--- src/rtl/level_controller_pkg.sv ---
// Shared game definitions: state encoding, level width and default timing constants.
// The round logic imports the same timing defaults so both blocks agree on durations.
package level_controller_pkg;

    localparam int unsigned LEVEL_W = 7;

    localparam int unsigned DEF_MAX_LEVEL      = 99;
    localparam int unsigned DEF_LEVEL_UP_CLKS  = 12_500_000;
    localparam int unsigned DEF_GAME_OVER_CLKS = 75_000_000;
    localparam int unsigned DEF_BLINK_CLKS     = 6_250_000;

    typedef enum logic [2:0] {
        StIdle     = 3'd0,
        StPlaying  = 3'd1,
        StLevelUp  = 3'd2,
        StGameOver = 3'd3,
        StWon      = 3'd4
    } state_e;

    function automatic int unsigned max_u(input int unsigned a, input int unsigned b);
        return (a > b) ? a : b;
    endfunction

endpackage

--- src/rtl/level_controller_tick_timer.sv ---
// Loadable down-counter; expire_o is high while enabled and the count has reached zero.
module tick_timer #(
    parameter int unsigned Width = 8
) (
    input  logic             clk_i,
    input  logic             rst_ni,
    input  logic             load_i,
    input  logic [Width-1:0] load_val_i,
    input  logic             en_i,
    output logic             expire_o
);

    logic [Width-1:0] count_q, count_d;

    always_comb begin
        count_d = count_q;
        if (load_i) begin
            count_d = load_val_i;
        end else if (en_i && (count_q != '0)) begin
            count_d = count_q - 1'b1;
        end
    end

    // Independent of load_i so the parent can reload on expiry without a combinational loop.
    assign expire_o = en_i && (count_q == '0);

    always_ff @(posedge clk_i or negedge rst_ni) begin
        if (!rst_ni) begin
            count_q <= '0;
        end else begin
            count_q <= count_d;
        end
    end

endmodule

--- src/rtl/level_controller.sv ---
// Game progression: owns the current level, sequences start / level-up pause / game-over
// blink / final-win hold, and tracks the best level reached since reset.
module level_controller
    import level_controller_pkg::*;
#(
    parameter int unsigned MAX_LEVEL      = DEF_MAX_LEVEL,
    parameter int unsigned LEVEL_UP_CLKS  = DEF_LEVEL_UP_CLKS,
    parameter int unsigned GAME_OVER_CLKS = DEF_GAME_OVER_CLKS,
    parameter int unsigned BLINK_CLKS     = DEF_BLINK_CLKS
) (
    input  logic               i_Clk,
    input  logic               i_Rst_L,
    input  logic               i_Start,
    input  logic               i_Round_Win,
    input  logic               i_Round_Fail,
    output logic [LEVEL_W-1:0] o_Level,
    output logic [LEVEL_W-1:0] o_Best,
    output logic               o_Blank,
    output logic               o_Playing,
    output logic               o_Level_Up,
    output logic               o_Round_Go
);

    localparam int unsigned MaxClks = max_u(max_u(LEVEL_UP_CLKS, GAME_OVER_CLKS), BLINK_CLKS);
    localparam int unsigned TimerW  = max_u($clog2(MaxClks), 1);

    // Timers count load..0 inclusive, so each dwell loads its length minus one.
    localparam logic [TimerW-1:0]  LuLoad = TimerW'(LEVEL_UP_CLKS - 1);
    localparam logic [TimerW-1:0]  GoLoad = TimerW'(GAME_OVER_CLKS - 1);
    localparam logic [TimerW-1:0]  BlLoad = TimerW'(BLINK_CLKS - 1);
    localparam logic [LEVEL_W-1:0] MaxLvl = LEVEL_W'(MAX_LEVEL);
    localparam logic [LEVEL_W-1:0] Lvl1   = LEVEL_W'(1);

    state_e             state_q, state_d;
    logic [LEVEL_W-1:0] level_q, level_d;
    logic [LEVEL_W-1:0] best_q, best_d;
    logic               blank_q, blank_d;
    logic               playing_q, playing_d;
    logic               level_up_q, level_up_d;
    logic               round_go_q, round_go_d;

    logic               dwell_load, dwell_en, dwell_expire;
    logic [TimerW-1:0]  dwell_val;
    logic               blink_load, blink_en, blink_expire;

    tick_timer #(.Width(TimerW)) u_dwell_timer (
        .clk_i      (i_Clk),
        .rst_ni     (i_Rst_L),
        .load_i     (dwell_load),
        .load_val_i (dwell_val),
        .en_i       (dwell_en),
        .expire_o   (dwell_expire)
    );

    tick_timer #(.Width(TimerW)) u_blink_timer (
        .clk_i      (i_Clk),
        .rst_ni     (i_Rst_L),
        .load_i     (blink_load),
        .load_val_i (BlLoad),
        .en_i       (blink_en),
        .expire_o   (blink_expire)
    );

    always_comb begin
        state_d    = state_q;
        level_d    = level_q;
        best_d     = best_q;
        blank_d    = blank_q;
        level_up_d = 1'b0;
        round_go_d = 1'b0;
        dwell_load = 1'b0;
        dwell_val  = '0;
        dwell_en   = 1'b0;
        blink_load = 1'b0;
        blink_en   = 1'b0;

        unique case (state_q)
            StIdle: begin
                level_d = '0;
                blank_d = 1'b0;
                if (i_Start) begin
                    state_d    = StPlaying;
                    level_d    = Lvl1;
                    round_go_d = 1'b1;
                end
            end
            StPlaying: begin
                if (i_Round_Fail) begin
                    state_d    = StGameOver;
                    blank_d    = 1'b1;
                    dwell_load = 1'b1;
                    dwell_val  = GoLoad;
                    blink_load = 1'b1;
                end else if (i_Round_Win) begin
                    if (level_q < MaxLvl) begin
                        state_d    = StLevelUp;
                        level_d    = level_q + 1'b1;
                        level_up_d = 1'b1;
                        dwell_load = 1'b1;
                        dwell_val  = LuLoad;
                    end else begin
                        state_d    = StWon;
                        blank_d    = 1'b1;
                        blink_load = 1'b1;
                    end
                end
            end
            StLevelUp: begin
                dwell_en = 1'b1;
                if (dwell_expire) begin
                    state_d    = StPlaying;
                    round_go_d = 1'b1;
                end
            end
            StGameOver: begin
                dwell_en = 1'b1;
                blink_en = 1'b1;
                if (blink_expire) begin
                    blank_d    = ~blank_q;
                    blink_load = 1'b1;
                end
                if (dwell_expire) begin
                    state_d = StIdle;
                    level_d = '0;
                    blank_d = 1'b0;
                end
            end
            StWon: begin
                blink_en = 1'b1;
                if (blink_expire) begin
                    blank_d    = ~blank_q;
                    blink_load = 1'b1;
                end
                if (i_Start) begin
                    state_d    = StPlaying;
                    level_d    = Lvl1;
                    blank_d    = 1'b0;
                    round_go_d = 1'b1;
                end
            end
            default: state_d = StIdle;
        endcase

        if (level_d > best_q) begin
            best_d = level_d;
        end
        playing_d = (state_d == StPlaying);
    end

    always_ff @(posedge i_Clk or negedge i_Rst_L) begin
        if (!i_Rst_L) begin
            state_q    <= StIdle;
            level_q    <= '0;
            best_q     <= '0;
            blank_q    <= 1'b0;
            playing_q  <= 1'b0;
            level_up_q <= 1'b0;
            round_go_q <= 1'b0;
        end else begin
            state_q    <= state_d;
            level_q    <= level_d;
            best_q     <= best_d;
            blank_q    <= blank_d;
            playing_q  <= playing_d;
            level_up_q <= level_up_d;
            round_go_q <= round_go_d;
        end
    end

    assign o_Level    = level_q;
    assign o_Best     = best_q;
    assign o_Blank    = blank_q;
    assign o_Playing  = playing_q;
    assign o_Level_Up = level_up_q;
    assign o_Round_Go = round_go_q;

endmodule

--- config.mk ---
export PLATFORM = sky130hd
export DESIGN_NAME = level_controller
export DESIGN_NICKNAME = d
export VERILOG_FILES = /design/src/rtl/level_controller_pkg.sv /design/src/rtl/level_controller_tick_timer.sv /design/src/rtl/level_controller.sv
export SDC_FILE = /design/constraint.sdc
export NUM_CORES = 1
export LEC_CHECK = 0
export ABC_CLOCK_PERIOD_IN_PS = 7200
export CORE_AREA = 4 4 89 107
export DETAILED_ROUTE_END_ITERATION = 10
export DIE_AREA = 0 0 93 111
export PLACE_DENSITY_LB_ADDON = 0.05
export SLEW_MARGIN = 20
export SYNTH_ARGS = -nofsm -noshare
export SYNTH_HDL_FRONTEND = slang
export SYNTH_HIERARCHICAL = 1
export SYNTH_SLANG_ARGS = --single-unit
export TNS_END_PERCENT = 50
--- constraint.sdc ---
create_clock -name i_Clk -period 7.2 [get_ports i_Clk]
set_input_delay 1.44 -clock i_Clk [delete_from_list [all_inputs] [get_ports i_Clk]]
set_output_delay 1.44 -clock i_Clk [all_outputs]
set_load 0.05 [all_outputs]
Word-level counts from Yosys, hierarchy flattened
Cells that the tools add are included.
Operators by class
  add/sub/neg operators: 3
  $lt $le $gt $ge: 2
  equal/unequal tests: 7
  multiplexer cells: 45
  bitwise gates (word level): 1
  reduce and logical (&&, ||, !) cells: 16
Operator list (number)
  $mux 27: 6
  $logic_not 27->1: 2
  $reduce_bool 27->1: 2
  $sub 27x1->27 const B: 2
  $mux 24: 2
  $mux 7: 5
  $pmux 7 s4: 1
  $mux 1: 21
  $mux 3: 6
  $pmux 3 s4: 1
  $add 7x1->7 const B: 1
  $gt 7x7->1: 1
  $lt 7x7->1 const B: 1
  $eq 3x1->1 const B: 2
  $eq 3x2->1 const B: 2
  $ne 3x3->1 const B: 2
  $reduce_or 2->1: 3
  $logic_and 1x1->1: 4
  $pmux 1 s2: 2
  $pmux 1 s4: 1
  $reduce_bool 2->1: 2
  $reduce_bool 4->1: 1
  $eq 3x3->1 const B: 1
  $logic_not 3->1: 1
  other kinds (2): 2
Word-level totals
  bits in registers: 75
  bits of input ports: 5
  output and inout port bits: 18
  word-level logic and storage cells: 83

Longest topological paths before layout
Gate-level depths: netlist (run 1).
  depth in word-level cells: 7
  gate-level depth with buffers: 15
  depth with buffers taken out: 15

Modules after synthesis
The synthesis (run 1) kept the hierarchy.
By module, submodules not included
  tick_timer (u_dwell_timer): instances 1, cells an instance 206, area each 1815.5 sq um, sequential area each 675.6 sq um
  tick_timer (u_blink_timer): instances 1, cells an instance 202, area each 1793.0 sq um, sequential area each 675.6 sq um
  level_controller: instances 1, cells an instance 148, area each 1387.6 sq um, sequential area each 525.5 sq um

Least setup slack after synthesis (run 1)
Ideal clock, no wire load.
  kind: reg2reg
  from: reg state_q[1]
  to: reg best_q[0], in the netlist o_Best[0]
  library setup time: 0.125 ns
  arrival time: 3.780 ns
  required time: 7.075 ns
  slack: 3.296 ns
  cell stages (with the launch flop): 16
  path buffers: 2
  clock period less this slack: 3.904 ns
  cells stage by stage: dfrtp_1 -> buf_6 -> clkbuf_1 -> nor2b_1 -> nand3_1 -> nor3_1 -> a21boi_0 -> o21a_4 -> nand2_1 -> nand3_1 -> ha_1 -> nor2b_1 -> o21ai_0 -> a21oi_1 -> o22ai_2 -> mux2_2
On the way
  longest elaborated chain between the ends: 7
  elaborated cells between the ends (all ways): 11
  classes of those cells: order compare: 1; eq/ne: 4; mux: 3; reduce/logical: 3
Ends and longest elaborated chain
  start, declared: line level_controller.sv:34  | state_e state_q, state_d;
  start signal, assigned: line level_controller.sv:152  | state_q <= StIdle;
  start signal, assigned: line level_controller.sv:160  | state_q <= state_d;
  $eq 3x2->1: line level_controller.sv:77  | unique case (state_q)
  $reduce_or 2->1 (no line) *
  $mux 1 *: line level_controller.sv:77
  net dwell_en: line level_controller.sv:42  | logic dwell_load, dwell_en, dwell_expire;
  $logic_and 1x1->1 *: line level_controller_tick_timer.sv:25  | assign expire_o = en_i && (count_q == '0);
  net dwell_expire: line level_controller.sv:42
  $mux 7 *: line level_controller.sv:122  | if (dwell_expire) begin
  $pmux 7 s4 *: line level_controller.sv:77
  net level_d[1]: line level_controller.sv:35  | logic [LEVEL_W-1:0] level_q, level_d;
  $gt 7x7->1 *: line level_controller.sv:144  | if (level_d > best_q) begin
  end signal, assigned: line level_controller.sv:162  | best_q <= best_d;
  end, declared: line level_controller.sv:36  | logic [LEVEL_W-1:0] best_q, best_d;
Mark *: on every way through the listed nets, which the timed path passes. The rest lies on a longest branch.
A chain may end at the register's enable or synchronous reset.

Worst setup path in the final report (run 1)
  from: reg state_q[1]
  to: reg best_q[6], in the netlist o_Best[6]
Same word-level chain as after synthesis.

==> results.sh, run 1 <==
export IMPL_drt_pass1_iterations=5
export IMPL_nets=615
export IMPL_pre_cts_ws_ns=2.74
export IMPL_layout_drive_gt1_share_pct=11.6
export IMPL_period_needed_ns=4.51
export IMPL_finalNonFillerCells=722
export IMPL_dp_hpwl_um=7850
export IMPL_grt_max_degree=76
export IMPL_synth_area_mux_share_pct=2.20
export IMPL_via_per_inst=6.03
export IMPL_start_util_pct=58.7
export IMPL_rows=37
export IMPL_cts_sinks=75
export IMPL_crit_path_max_fanout=17
export IMPL_antenna_cells=0
export IMPL_p_per_area_nw_per_um2=363
export IMPL_synth_simple_area_share_pct=29.5
export IMPL_synth_compound_area_share_pct=20.6
export IMPL_synth_top_family_by_area="simple AND/OR/NAND/NOR gates"
export IMPL_fin_skew_ns=0.0128
export IMPL_dp_cells=706
export IMPL_worstRegToRegCells=13
export IMPL_vdd_ir_drop_max_v=0.000269
export IMPL_clkTransAtPathRegs_ns=0.08
export IMPL_synthFlopType="dfrtp_1"
export IMPL_die_width_um=93
export IMPL_p_leak_nw=2.07
export IMPL_synth_most_common_cell="dfrtp_1"
export IMPL_setup_ws_ns=2.69
export IMPL_synth_fa_ha_area_share_pct=2.50
export IMPL_synthXorXnorAreaFrac_pct=3.16
export IMPL_ys_top_cells_by_count="dfrtp_1 (75), nand2_1 (55), nor2_1 (46)"
export IMPL_yosysTopAreaCell="dfrtp_1"
export IMPL_cp_startpoint="state_q[1]"
export IMPL_globalRouteOverflowTotal=0
export IMPL_route_vias_total=4353
export IMPL_die_y_um=111
export IMPL_fin_crit_sh_pct=62.7
export IMPL_antenna_found_initial=0
export IMPL_synthDominantCellAreaShare_pct=37.6
export IMPL_worst_slew_pin_slew_ns=0.950
export IMPL_fin_area_sq_um=5600
export IMPL_hold_path_class="reg -> reg"
export IMPL_end_kind="flip-flop"
export IMPL_core_area_sq_um=8520
export IMPL_synth_cell_types=86
export IMPL_post_cts_buffers=0
export IMPL_routedWlPerCell_um=15.7
export IMPL_root_buffer="clkbuf_8"
export IMPL_track_usage_pct=23.5
export IMPL_worstPathRequired_ns=7.44
export IMPL_critPathCapture="o_Best[6]"
export IMPL_r2r_end="o_Best[6]"
export IMPL_route_final_wire_length_um=11300
export IMPL_async_flop_share_pct=100
export IMPL_htreeDepth=3
export IMPL_syn_inst=556
export IMPL_multi_input_area_sq_um=3030
export IMPL_synth_area_leaders="dfrtp_1 (38%), nand2_1 (4.1%), nor2_1 (3.5%), o21ai_1 (3.2%), ha_1 (2.5%)"
export IMPL_avgSynthCellArea_sq_um=8.99
export IMPL_place_area_sq_um=5390
export IMPL_slew_limit_headroom_pct=36.7
export IMPL_tns_ns=0
export IMPL_fin_total_pwr_w=0.00203
export IMPL_yosysWarnings=6
export IMPL_grt_pass1_wl_um=19900
export IMPL_worstPathArrival_ns=4.75
export IMPL_port_buffers=22
export IMPL_synth_edf_count=0
export IMPL_max_freq_mhz=222
export IMPL_drv_slew=0
export IMPL_clockBufferDepth=2
export IMPL_startpoint_type="flip-flop"
export IMPL_tritoncts="built"
export IMPL_drc=0
export IMPL_drtAntennaViolNets=0
export IMPL_cts_made_buffers=9
export IMPL_syn_to_final_growth_pct=12.1
export IMPL_gp_congestion=0.920
export IMPL_rsz0062_at_grt="false"
export IMPL_cts_hold_buf=0
export IMPL_status="finished clean"
export IMPL_synth_seq_cells=75
export IMPL_fill_cells=730
export IMPL_synth_seq_area_share_pct=37.6
export IMPL_cts_resized=0
export IMPL_grt_pass1_vias=4243
export IMPL_finalHoldViolCount=0
export IMPL_drt_iter0_drc=251
export IMPL_setup_viol_count_final=0
export IMPL_ios=23
export IMPL_clkLatencyLatePin_ns=0.36
export IMPL_drv_cap=0
export IMPL_r2r_start="state_q[1]"
export IMPL_r2r_slack_ns=2.69
export IMPL_syn_area_sq_um=5000
export IMPL_crit_type="reg -> reg"
export IMPL_die_area_sq_um=10300
export IMPL_seq_area_sq_um=1880
-- power breakdown --
group | leakage, nW | switching, W | internal, W
Sequential | 0.928 | 0.000241 | 0.000584
Combinational | 1.03 | 0.000482 | 0.000366
Clock | 0.106 | 0.000163 | 0.000196
Total | 2.07 | 0.000886 | 0.00115
-- worst max-delay path: stages, from the launching register on --
cell and delay (ns):
dfrtp_1 0.66, nor2b_1 0.61, nand3_1 0.42, nor3_1 0.57
a21boi_0 0.24, o21a_4 0.27, nand2_1 0.06, nand3_1 0.11
ha_1 0.31, nor2b_1 0.13, o21ai_0 0.14, a21oi_1 0.10
o22ai_2 0.38, mux2_2 0.39
-- kinds of logic (layout without fill, tap and decap cells) --
| logic type | after synthesis | count (layout) |
|---|---|---|
| AND/OR/NAND/NOR | 249 | 249 |
| AO/OA/AOI/OAI | 144 | 144 |
| flip-flops | 75 | 75 |
| buffers and inverters | 48 | 66 |
| XOR/XNOR | 18 | 18 |
| adder cells (fa/ha/maj) | 10 | 10 |
| multiplexers | 10 | 10 |
| other | 2 | 33 |
-- metrics by stage --
stage	hold WS, ns	util, %
floorplan	0.505	-
global placement	0.511	63.2
detailed placement	0.511	63.2
CTS	0.530	65.8
global route	0.558	65.8
finish	0.527	65.8
-- worst min-delay path by stage --
stage | startpoint | to | slack, ns | cells past startpoint
floorplan | u_blink_timer/count_q[26] | u_blink_timer/count_q[26] | 0.51 | 2
global placement | o_Best[4] | o_Best[4] | 0.51 | 1
detailed placement | o_Best[4] | o_Best[4] | 0.51 | 1
CTS | o_Best[4] | o_Best[4] | 0.53 | 1
global route | o_Best[5] | o_Best[5] | 0.56 | 1
finish | o_Best[4] | o_Best[4] | 0.53 | 1
-- cell usage in the layout (no fill, tap or decap), drive strengths merged, types with 3 or more instances in the layout --
cell type	count
o211ai	6
buf	4
nand2	56
nand4b	4
or3b	3
nor3	21
and2	6
mux2	8
a311o	3
o311ai	9
o41ai	4
or4	15
clkbuf	10
inv	24
nor4	16
nand2b	4
xor2	4
nor2	46
nor2b	8
nand4	16
conb	33
and3	4
nor4b	3
a31oi	19
xnor2	14
clkinv	4
a211oi	3
a2111oi	5
or2	5
o21ai	47
a21oi	14
ha	10
nand3	23
o22ai	4
dfrtp	75
o31ai	12
clkdlybuf4s50	21
or3	14
-- state kept, by name, summed over array words and instances (netlist names) --
signal,count
u_blink_timer/count_q,27
u_dwell_timer/count_q,27
o_Best,7
o_Level,7
state_q,3
o_Blank,1
o_Level_Up,1
o_Playing,1
o_Round_Go,1
-- final cells by class --
cell class              instances  share of cell area (%)
clock inverters                 6                    1.61
repair buffers                 25                    4.29
inverters                      25                    1.67
flip-flops and latches         75                    33.5
well taps                     117                    2.61
clock buffers                  10                    2.28
multi-input cells             464                    54.0
-- metal layers --
layer	wire [um]	part of all wire, %	GRT usage, %
met1	4790	42	29.5
met2	5830	51	38.6
met3	435	3.8	3.73
met4	273	2.4	12.3
met5	0	0	0
No activity file was read; power rests on OpenSTA's default activity.
==> run 2: changes to the inputs <==
ABC_CLOCK_PERIOD_IN_PS = 3800   (was 7200)
CORE_AREA = 4 4 93 112   (was 4 4 89 107)
DIE_AREA = 0 0 97 116   (was 0 0 93 111)
clock period = 3.8 ns   (was 7.2 ns; I/O delays follow)
==> results.sh, run 2 (synthesis gave the netlist of run 1 again) <==
export IMPL_vdd_ir_drop_max_v=0.000518
export IMPL_tns_ns=0
export IMPL_max_freq_mhz=290
export IMPL_holdCritStartpoint="o_Best[4]"
export IMPL_die_y_um=116
export IMPL_route_final_wire_length_um=11800
export IMPL_multi_input_area_sq_um=3040
export IMPL_period_needed_ns=3.44
export IMPL_drt_iter0_drc=253
export IMPL_track_usage_pct=22.0
export IMPL_port_buffers=22
export IMPL_start_util_pct=53.0
export IMPL_fin_total_pwr_w=0.00419
export IMPL_top_regs="u_blink_timer/count_q (27), u_dwell_timer/count_q (27)"
export IMPL_clkLatencyLatePin_ns=0.34
export IMPL_seq_area_sq_um=1880
export IMPL_grt_max_degree=76
export IMPL_worstPathRequired_ns=4.02
export IMPL_dp_hpwl_um=8220
export IMPL_layout_drive_gt1_share_pct=13.6
export IMPL_drv_cap=0
export IMPL_crit_type="reg -> reg"
export IMPL_final_cell_mix="dfrtp_1 (75), nand2_1 (55), nor2_1 (45), conb_1 (33), o21ai_1 (32)"
export IMPL_tritoncts="built"
export IMPL_globalRouteOverflowTotal=0
export IMPL_setup_viol_count_final=0
export IMPL_r2r_slack_ns=0.36
export IMPL_syn_to_final_growth_pct=16.6
export IMPL_fin_crit_sh_pct=90.7
export IMPL_clockBufferDepth=2
export IMPL_p_per_area_nw_per_um2=719
export IMPL_rsz0062_at_grt="false"
export IMPL_path_buf_inv=2
export IMPL_antenna_cells=0
export IMPL_htreeDepth=3
export IMPL_slew_limit_headroom_pct=35.5
export IMPL_hold_path_class="reg -> reg"
export IMPL_finalHoldViolCount=0
export IMPL_p_leak_nw=2.18
export IMPL_drv_slew=0
export IMPL_grt_pass1_vias=4283
export IMPL_cts_hold_buf=0
export IMPL_cp_startpoint="u_dwell_timer/count_q[1]"
export IMPL_startpoint_type="flip-flop"
export IMPL_worstRegToRegCells=15
export IMPL_route_vias_total=4379
export IMPL_worstPathArrival_ns=3.66
export IMPL_hold_end="o_Best[4]"
export IMPL_r2r_start="u_dwell_timer/count_q[1]"
export IMPL_status="finished clean"
export IMPL_rows=39
export IMPL_drt_pass1_iterations=4
export IMPL_core_area_sq_um=9420
export IMPL_r2r_end="o_Best[1]"
export IMPL_drtAntennaViolNets=0
export IMPL_die_width_um=97
export IMPL_routedWlPerCell_um=15.9
export IMPL_fill_cells=838
export IMPL_path_cells="inv_1 -> ha_1 -> nor3b_4 -> nand4_4 -> nor3_2 -> a21boi_0 -> o21a_4 -> o21ai_1 -> o21ai_1 -> ha_1 -> a21oi_1 -> o21ai_0 -> o22ai_2 -> buf_4 -> mux2_2"
export IMPL_cpLargestDelayFamily="compound AO/OA/AOI/OAI gates"
export IMPL_clkTransAtPathRegs_ns=0.05
export IMPL_nets=627
export IMPL_gp_congestion=0.921
export IMPL_crit_slowest_cell="dfrtp_1"
export IMPL_final_common_cell="dfrtp_1"
export IMPL_root_buffer="clkbuf_16"
export IMPL_worstHoldPathCells=1
export IMPL_end_kind="flip-flop"
export IMPL_worst_slew_pin_slew_ns=0.967
export IMPL_grt_pass1_wl_um=20200
export IMPL_fin_skew_ns=0.00705
export IMPL_die_area_sq_um=11300
export IMPL_slowest_delay_ns=0.41
export IMPL_cts_sinks=75
export IMPL_ios=23
export IMPL_crit_path_max_fanout=7
export IMPL_drc=0
export IMPL_cts_made_buffers=9
export IMPL_via_per_inst=5.92
export IMPL_antenna_found_initial=0
==> run 2: cell count changes in the layout (fill, tap and decap cells not counted) <==
cell,previous run,this run
nor2b_1,7,6
clkbuf_16,0,9
clkinv_4,2,0
nor2b_2,0,1
nor3_2,4,5
nor3b_4,1,2
nor3_1,16,15
nor3b_2,1,0
buf_4,4,16
clkbuf_8,9,2
==> run 2: timing repair <==
action | CTS | global route
gates resized for setup | 0 | 2
setup endpoints to repair | 0 | 7
buffers inserted | 0 | 1
hold endpoints to repair | 0 | 0
==> run 2: worst max path at each step <==
stage                            to  slack [ns]  cells after the start
after floorplan           o_Best[0]        0.06                     15
after global placement    o_Best[5]        0.20                     15
after detailed placement  o_Best[1]        0.12                     15
after CTS                 o_Best[1]        0.11                     15
after global routing      o_Best[0]        0.07                     15
final                     o_Best[1]        0.36                     15
==> run 2: routing by layer <==
metal  vias to the layer above  share of wire, %  global-route usage [%]
met5                         -                 0                       0
met4                         0               1.9                    8.80
met3                        20               4.2                    4.64
met2                        97                50                    39.0
met1                      2081                43                    26.4
li1                       2181                 -                       -
==> run 2: per-stage QoR <==
stage               setup slack [ns]  hold slack (ns)  util, %  cell area, sq um  cells
detailed placement             0.124            0.509     58.2              5480    723
CTS                            0.112            0.526     61.7              5810    739
floorplan                     0.0564            0.464        -              5110    587
finish                         0.355            0.523     61.9              5830    740
global placement               0.205            0.509     58.2              5480    723
global route                  0.0695            0.556     61.9              5830    740
==> run 2: cell type report <==
type                    count  area share [%]
clock inverters             4            1.25
clock buffers              12            4.40
multi-input cells         464            52.2
inverters                  25            1.61
repair buffers             37            5.67
flip-flops and latches     75            32.2
well taps                 123            2.64
==> run 2: where the power goes <==
part / total (W) / switching, W / internal, W
clock network: 0.000933 / 0.000324 / 0.000610
registers: 0.00155 / 0.000437 / 0.00111
logic: 0.00171 / 0.000956 / 0.000752
total: 0.00419 / 0.00172 / 0.00247
==> run 2: worst reg2reg max path: stages, from the launching register on <==
cell	delay, ns
dfrtp_1	0.41
inv_1	0.10
ha_1	0.25
nor3b_4	0.31
nand4_4	0.13
nor3_2	0.17
a21boi_0	0.15
o21a_4	0.27
o21ai_1	0.14
o21ai_1	0.13
ha_1	0.34
a21oi_1	0.13
o21ai_0	0.11
o22ai_2	0.17
buf_4	0.18
mux2_2	0.34
==> run 3: changes to the inputs <==
CTS_CLUSTER_SIZE = 30   (was unset)
PLACE_DENSITY = 0.75   (was unset)
PLACE_DENSITY_LB_ADDON = unset   (was 0.05)
==> results.sh, run 3 (synthesis gave the netlist of run 1 again) <==
export IMPL_syn_to_final_growth_pct=15.1
export IMPL_dp_hpwl_um=8100
export IMPL_die_y_um=116
export IMPL_crit_path_max_fanout=7
export IMPL_antenna_cells=0
export IMPL_slew_limit_headroom_pct=37.2
export IMPL_cts_hold_buf=0
export IMPL_post_route_util_pct=61.1
export IMPL_status="finished clean"
export IMPL_via_per_inst=5.98
export IMPL_drtAntennaViolNets=0
export IMPL_port_buffers=22
export IMPL_route_final_wire_length_um=11500
export IMPL_drc=0
export IMPL_crit_slowest_cell="dfrtp_1"
export IMPL_root_buffer="clkbuf_16"
export IMPL_globalRouteOverflowTotal=0
export IMPL_period_needed_ns=3.52
export IMPL_max_freq_mhz=284
export IMPL_htreeDepth=3
export IMPL_path_cells="nor4_2 -> nand3_1 -> nor3_2 -> a21boi_0 -> o21a_4 -> o21ai_1 -> o31ai_2 -> ha_1 -> a21oi_1 -> o21ai_0 -> o22ai_2 -> buf_4 -> mux2_2"
export IMPL_grt_pass1_vias=4286
export IMPL_drv_slew=0
export IMPL_grt_pass1_wl_um=20000
export IMPL_rows=39
export IMPL_startpoint_type="flip-flop"
export IMPL_nets=627
export IMPL_worstPathArrival_ns=3.73
export IMPL_gp_congestion=0.932
export IMPL_antenna_found_initial=0
export IMPL_crit_type="reg -> reg"
export IMPL_fin_crit_sh_pct=92.7
export IMPL_routedWlPerCell_um=15.6
export IMPL_rsz0062_at_grt="false"
export IMPL_drv_cap=0
export IMPL_fin_skew_ns=0.00563
export IMPL_setup_viol_count_final=0
export IMPL_worst_slew_pin_slew_ns=0.942
export IMPL_route_vias_total=4422
export IMPL_track_usage_pct=21.3
export IMPL_clockBufferDepth=2
export IMPL_clkTransAtPathRegs_ns=0.06
export IMPL_cts_made_buffers=9
export IMPL_cts_sinks=75
export IMPL_p_leak_nw=2.15
export IMPL_vdd_ir_drop_max_v=0.000544
export IMPL_clkLatencyLatePin_ns=0.33
export IMPL_start_util_pct=53.0
export IMPL_ios=23
export IMPL_finalHoldViolCount=0
export IMPL_tritoncts="built"
export IMPL_grt_max_degree=76
export IMPL_finalNonFillerCells=740
export IMPL_drt_iter0_drc=273
export IMPL_top_regs="u_blink_timer/count_q (27), u_dwell_timer/count_q (27)"
export IMPL_layout_drive_gt1_share_pct=13.1
export IMPL_tns_ns=0
export IMPL_worstPathRequired_ns=4.01
export IMPL_drt_pass1_iterations=4
export IMPL_slowest_delay_ns=0.42
export IMPL_hold_path_class="reg -> reg"
export IMPL_core_area_sq_um=9420
export IMPL_final_cell_mix="dfrtp_1 (75), nand2_1 (55), nor2_1 (45), conb_1 (33), o21ai_1 (32)"
export IMPL_die_area_sq_um=11300
export IMPL_final_common_cell="dfrtp_1"
export IMPL_die_width_um=97
export IMPL_dp_cells=723
export IMPL_p_per_area_nw_per_um2=698
export IMPL_end_kind="flip-flop"
## run 3: power breakdown
part	switching, W	internal [W]
clock network	0.000315	0.000440
logic	0.000965	0.000748
registers	0.000437	0.00111
## run 3: path summary, 6_finish.rpt
| check | from | cells past startpoint | to | slack, ns |
|---|---|---|---|---|
| worst max register to register | u_dwell_timer/count_q[23] | 13 | o_Best[1] | 0.28 |
| max in group asynchronous | i_Rst_L | 1 | o_Level[2] | 2.61 |
| worst min-delay path | o_Best[3] | 1 | o_Best[3] | 0.54 |
| worst min register to register | o_Best[3] | 1 | o_Best[3] | 0.54 |
| min in group asynchronous | i_Rst_L | 1 | u_blink_timer/count_q[19] | 0.55 |
| worst max-delay path | u_dwell_timer/count_q[23] | 13 | o_Best[1] | 0.28 |
## run 3: what timing repair did
| action | in CTS | in global routing |
|---|---|---|
| buffers inserted | 0 | 1 |
| endpoints found under the hold margin | 0 | 0 |
| gates resized for setup | 0 | 2 |
| endpoints found under the setup margin | 0 | 7 |
## run 3: area by class of cell
class	instances	area, sq um
clock inverters	3	15.0
flip-flops and latches	75	1880
inverters	25	93.8
repair buffers	37	330
fillers	816	3670
well taps	123	154
multi-input cells	464	3040
clock buffers	13	240
## run 3: metrics by stage
step                      hold slack [ns]  power (W)  area [sq um]  setup slack (ns)
after global placement              0.510    0.00313          5480             0.237
after global routing                0.559    0.00432          5750            0.0399
after floorplan                     0.464    0.00277          5110            0.0564
final                               0.535    0.00402          5750             0.278
after CTS                           0.534    0.00399          5730             0.127
after detailed placement            0.520    0.00321          5480             0.181
## run 3: critical path, delay by kind of cell (launching register included)
kind	cells	cell delay (ns)
adder cells (fa/ha/maj)	1	0.31
flip-flops	1	0.42
AO/OA/AOI/OAI	7	1.16
multiplexers	1	0.34
buffers and inverters	1	0.18
AND/OR/NAND/NOR	3	0.97
## run 3: layer usage
layer	GRT usage, %	wire length, um
met2	36.6	5740
met3	3.19	340
met5	0	0
met4	10.5	380
met1	26.6	5060
